## src/rtl/getir_coz_tamponu.sv

```systemverilog
// ---------------------------------------------------------------------------
// getir_coz_tamponu
// Fetch-to-decode instruction buffer. A small circular FIFO that holds
// {PC, instruction, predicted-taken} entries between the fetch and the
// decode stages, with a single-cycle flush for pipeline redirects.
//
// Parameters
//   DERINLIK        entry count, power of two in 2..16
//
// Ports
//   clk_i           single clock, all state changes on its rising edge
//   rst_i           synchronous active-high reset
//   getir_gecerli_i fetch side: entry valid
//   getir_ps_i      fetch side: PC
//   getir_buyruk_i  fetch side: instruction word
//   getir_ongoru_i  fetch side: predicted-taken
//   getir_hazir_o   buffer accepts an entry this cycle
//   coz_gecerli_o   decode side: head entry valid
//   coz_ps_o        decode side: head PC (0 when not valid)
//   coz_buyruk_o    decode side: head instruction (NOP when not valid)
//   coz_ongoru_o    decode side: head predicted-taken (0 when not valid)
//   coz_hazir_i     decode accepts the head this cycle
//   temizle_i       flush: discard every stored entry at the next edge
//   doluluk_o       occupancy
//   bos_o           buffer empty
//   dolu_o          buffer full
//
// Build option
//   GETIR_COZ_ATLAMA_EN  adds a zero-latency bypass: with an empty buffer
//                        the fetch entry is presented to decode in the
//                        same cycle.
// ---------------------------------------------------------------------------
module getir_coz_tamponu #(
    parameter int DERINLIK = 4
) (
    input  logic                        clk_i,
    input  logic                        rst_i,

    input  logic                        getir_gecerli_i,
    input  logic [31:0]                 getir_ps_i,
    input  logic [31:0]                 getir_buyruk_i,
    input  logic                        getir_ongoru_i,
    output logic                        getir_hazir_o,

    output logic                        coz_gecerli_o,
    output logic [31:0]                 coz_ps_o,
    output logic [31:0]                 coz_buyruk_o,
    output logic                        coz_ongoru_o,
    input  logic                        coz_hazir_i,

    input  logic                        temizle_i,

    output logic [$clog2(DERINLIK):0]   doluluk_o,
    output logic                        bos_o,
    output logic                        dolu_o
);

    localparam int AW = $clog2(DERINLIK);
    localparam int CW = AW + 1;
    localparam logic [CW-1:0] TAM = CW'(DERINLIK);
    localparam logic [31:0] NOP = 32'h0000_0013;

    // Storage: payload only, never reset.
    logic [31:0] ps_mem     [DERINLIK];
    logic [31:0] buyruk_mem [DERINLIK];
    logic        ongoru_mem [DERINLIK];

    logic [AW-1:0] yaz_ptr;
    logic [AW-1:0] oku_ptr;
    logic [CW-1:0] doluluk;

    logic itme;
    logic cekme;
    logic atlama;

    // Status flags derive from registered occupancy only, so getir_hazir_o
    // has no combinational dependence on the decode side.
    assign bos_o         = (doluluk == '0);
    assign dolu_o        = (doluluk == TAM);
    assign doluluk_o     = doluluk;
    assign getir_hazir_o = (doluluk < TAM) && !rst_i;

`ifdef GETIR_COZ_ATLAMA_EN
    assign atlama = bos_o && getir_gecerli_i && !temizle_i;
`else
    assign atlama = 1'b0;
`endif

    assign coz_gecerli_o = (!bos_o && !temizle_i) || atlama;

    always_comb begin
        coz_ps_o     = 32'h0;
        coz_buyruk_o = NOP;
        coz_ongoru_o = 1'b0;
        if (atlama) begin
            coz_ps_o     = getir_ps_i;
            coz_buyruk_o = getir_buyruk_i;
            coz_ongoru_o = getir_ongoru_i;
        end else if (coz_gecerli_o) begin
            coz_ps_o     = ps_mem[oku_ptr];
            coz_buyruk_o = buyruk_mem[oku_ptr];
            coz_ongoru_o = ongoru_mem[oku_ptr];
        end
    end

    assign itme  = getir_gecerli_i && getir_hazir_o && !temizle_i;
    assign cekme = coz_gecerli_o && coz_hazir_i && !temizle_i;

    // A bypassed-and-consumed entry is a simultaneous push and pop on an
    // empty buffer: both pointers step together and occupancy stays 0,
    // so the written slot is immediately behind the read pointer and dead.
    always_ff @(posedge clk_i) begin
        if (itme) begin
            ps_mem[yaz_ptr]     <= getir_ps_i;
            buyruk_mem[yaz_ptr] <= getir_buyruk_i;
            ongoru_mem[yaz_ptr] <= getir_ongoru_i;
        end
    end

    // Pointers wrap naturally because DERINLIK is a power of two.
    always_ff @(posedge clk_i) begin
        if (rst_i || temizle_i) begin
            yaz_ptr <= '0;
            oku_ptr <= '0;
            doluluk <= '0;
        end else begin
            if (itme)
                yaz_ptr <= yaz_ptr + AW'(1);
            if (cekme)
                oku_ptr <= oku_ptr + AW'(1);
            case ({itme, cekme})
                2'b10:   doluluk <= doluluk + CW'(1);
                2'b01:   doluluk <= doluluk - CW'(1);
                default: doluluk <= doluluk;
            endcase
        end
    end

endmodule

```

## config.mk

```make
export PLATFORM = sky130hd
export DESIGN_NAME = getir_coz_tamponu
export DESIGN_NICKNAME = d
export VERILOG_FILES = /design/src/rtl/getir_coz_tamponu.sv
export SDC_FILE = /design/constraint.sdc
export NUM_CORES = 1
export LEC_CHECK = 0
export CORE_ASPECT_RATIO = 2
export CORE_MARGIN = 3
export CORE_UTILIZATION = 59
export DETAILED_ROUTE_END_ITERATION = 8
export PLACE_DENSITY = 0.85
export SLEW_MARGIN = 20
export SYNTH_ARGS = -nofsm -noshare
export SYNTH_HDL_FRONTEND = slang
export SYNTH_SLANG_ARGS = --single-unit
export TNS_END_PERCENT = 5
```

## constraint.sdc

```tcl
create_clock -name clk_i -period 4.5 [get_ports clk_i]
set_input_delay 0.675 -clock clk_i [delete_from_list [all_inputs] [get_ports clk_i]]
set_output_delay 0.675 -clock clk_i [all_outputs]
set_load 0.01 [all_outputs]
```

==> impl_metrics.py <==
metrics = {
    "status": {
        "status": "completed",
    },
    "setup_path": {
        "r2r_end": "doluluk_o[2]$_SDFFE_PP0P_",
        "endpoint": "coz_ps_o[2]",
        "required_ns": 3.83,
        "cp_slowest_cell": "mux4_2",
        "arrival_ns": 2.89,
        "r2r_cells": 9,
        "cp_num_cells": 4,
        "crit_chain": "buf_4 > mux4_2 > and2_1 > clkdlybuf4s50_1",
        "critPathTopFamily": "buffers and inverters",
        "crit_path_end_kind": "output pin",
        "crit_path_start_kind": "flip-flop",
        "path_class": "flip-flop to output pin",
        "r2r_slack_ns": 2.20,
        "crit_fanout": 33,
        "path_buf_inv": 2,
        "r2r-start": "doluluk_o[2]$_SDFFE_PP0P_",
        "cp_slowest_stage_delay_ns": 0.63,
    },
    "routing": {
        "dr.first_iter.drc_count": 215,
        "wl_per_cell_um": 22.63,
        "viasPerCell": 5.840,
        "drt_first_pass_iters": 5,
        "vias": 4882,
        "wl_um": 18920,
        "antenna_left": 0,
        "route.detailed.drc": 0,
    },
    "timing": {
        "period_needed_ns": 3.569,
        "finalClockSkew_ns": 0.007507,
        "rsz0062_at_grt": "no",
        "fmax_mhz": 280.2,
        "hold_violations": 0,
        "worst_pin_slew_ns": 1.004,
        "finalCritPeriodShare_pct": 79.30,
        "final.setup.tns_ns": 0,
        "slew_headroom_pct": 33.06,
        "drv_slew": 0,
        "fin_ws_ns": 0.9314,
        "finalSetupViolCount": 0,
    },
    "synth": {
        "synth.avg_cell_area_sq_um": 22.05,
        "async_reset_ff_share_pct": 0,
        "synth_common_cells": "260 x edfxtp_1, 65 x mux4_2, 63 x and2_1",
        "synth-seq-cells": 269,
        "synth_most_common_cell": "edfxtp_1",
        "syn_inst": 467,
        "ys_seq_area_share_pct": 77.57,
        "synth_top_area_share_pct": 75.82,
        "synth_ff_type": "edfxtp_1",
        "synth_fp_nets": 543,
        "synth_cell_types": 24,
        "synthTopCellsByArea": "edfxtp_1 76%, mux4_2 14%, and2_1 3.8%",
        "synth_top_cell_by_area": "edfxtp_1",
        "syn_area_sq_mm": 0.01030,
        "synth-edff-count": 260,
        "ys_warn_count": 0,
    },
    "global_routing": {
        "grt_pass1_vias": 5420,
        "antenna_found_initial": 0,
        "overflow": 0,
        "grt_max_degree": 66,
        "grt_pass1_wl_um": 29920,
        "grt_util_all_layers_pct": 20.49,
    },
    "clock_network": {
        "postCtsSetupBuffers": 0,
        "clk_path_buf_depth": 3,
        "hold_buffers": 0,
        "numCtsBuffers": 22,
        "clk_latency_ns": 0.50,
        "clockRootBuffer": "clkbuf_16",
        "cts_resized": 0,
        "h-tree-depth": 1,
        "cts.clk_slew.worst_paths_ns": 0.07,
        "cts_tree": "yes",
        "cts.sinks": 269,
    },
    "floorplanning": {
        "dieHeight_um": 192.8,
        "die_area_sq_mm": 0.01917,
        "die_w_um": 99.42,
        "fp.coreArea_sq_mm": 0.01693,
        "start_util_pct": 60.81,
        "rows": 67,
        "io_pins": 142,
    },
    "pwr": {
        "peakVddDrop_mv": 0.3647,
        "p_per_area_mw_per_mm2": 377.2,
        "cellLeakagePower_uw": 0.003935,
    },
    "worst_hold_path": {
        "hp-start": "oku_ptr[1]$_SDFFE_PP0P_",
        "hp-class": "flip-flop to flip-flop",
    },
    "cells_and_area": {
        "layout-drive-gt1-share_pct": 17.49,
        "diodes": 0,
        "nFillCells": 967,
        "area_delta_synth_final_pct": 22.32,
        "nets": 690,
    },
    "place": {
        "place.gp.congestion": 0.7596,
        "post-place-ws_ns": 1.126,
        "portBuffers": 141,
        "hpwl_um": 11610,
    },
    "job": {
        "max-cap-violations": 0,
    },
}
## placed cells by master, fill, tap and decap left out, drive strengths merged
master         Yosys  routed
bufinv             0       1
fa                 1       1
inv                6       7
buf               13       4
clkbuf             9      29
clkinvlp           0       1
xnor2              1       1
nor3               1       1
edfxtp           260     260
a21oi              3       3
clkdlybuf4s50      0     141
and2              63      63
nor2              11      11
or2                1       1
or3                5       5
o31ai              1       1
and3               5       5
nand2              1       1
mux2i              1       1
clkinv             0       7
dfxtp              9       9
ha                 5       5
mux4              65      65
nor2b              1       1
o21ai              2       2
xor2               3       3
## cells by family (layout without fill, tap and decap cells)
| family | Yosys count | after routing | synth area share [%] |
|---|---|---|---|
| mux | 66 | 66 | 14.31 |
| xor+xnor | 4 | 4 | 0.3403 |
| fa+ha+maj | 6 | 6 | 0.8020 |
| compound gates | 6 | 6 | 0.3159 |
| flops | 269 | 269 | 77.57 |
| simple gates | 88 | 88 | 5.116 |
| buf+inv | 28 | 190 | 1.543 |
## power breakdown
| part | total [uW] | leakage, uW | internal (uW) | switching, uW |
|---|---|---|---|---|
| sequential | 2780 | 0.00242 | 2770 | 7.22 |
| clock | 1810 | 0.000337 | 1000 | 807 |
| combinational | 166 | 0.00117 | 92.4 | 73.5 |
| total | 4750 | 0.00394 | 3860 | 888 |
## worst min-delay path by stage
stage	to	cells after the start
CTS	flip-flop	2
finish	flip-flop	2
detailed placement	flip-flop	2
floorplan	flip-flop	2
global route	flip-flop	2
global placement	flip-flop	2
## flip-flops by register name, summed over array words and instances (netlist names), named ones only
| register | count |
|---|---|
| buyruk_mem | 128 |
| ps_mem | 128 |
| ongoru_mem | 4 |
| doluluk_o | 3 |
| oku_ptr | 2 |
| yaz_ptr | 2 |
## per-layer routing
layer	wire, um	up-vias	track usage (%)
met1	6718	2521	25.24
met4	565	0	6.996
met5	0	-	0
met2	10680	154	36.53
met3	953	36	3.582
li1	-	2171	-
## final cells by class
cell class                      count  area, sq um  area share [%]
Sequential cell                   269         7995           63.47
Multi-Input combinational cell    170         2176           17.27
Timing Repair Buffer              145         1454           11.54
Clock buffer                       29        596.8           4.738
Tap cell                          207        259.0           2.056
Clock inverter                     10        92.59          0.7351
Inverter                            6        22.52          0.1788
## tightest hold or removal path: stages, from the launching register on
cell,delay (ns)
dfxtp_1,0.31
o21ai_0,0.07
a21oi_1,0.07
## metrics by stage
| stage | instances | instance area, sq um | hold WS (ns) | power (uW) | util (%) |
|---|---|---|---|---|---|
| floorplan | 467 | 10300 | 0.4591 | 2884 | - |
| global placement | 797 | 11910 | 0.4622 | 2987 | 70.31 |
| detailed placement | 797 | 11910 | 0.4802 | 2999 | 70.31 |
| CTS | 836 | 12600 | 0.4939 | 4798 | 74.38 |
| global route | 836 | 12600 | 0.5257 | 4904 | 74.38 |
| finish | 836 | 12600 | 0.4949 | 4751 | 74.38 |
Power figures use the tool's default switching activity.
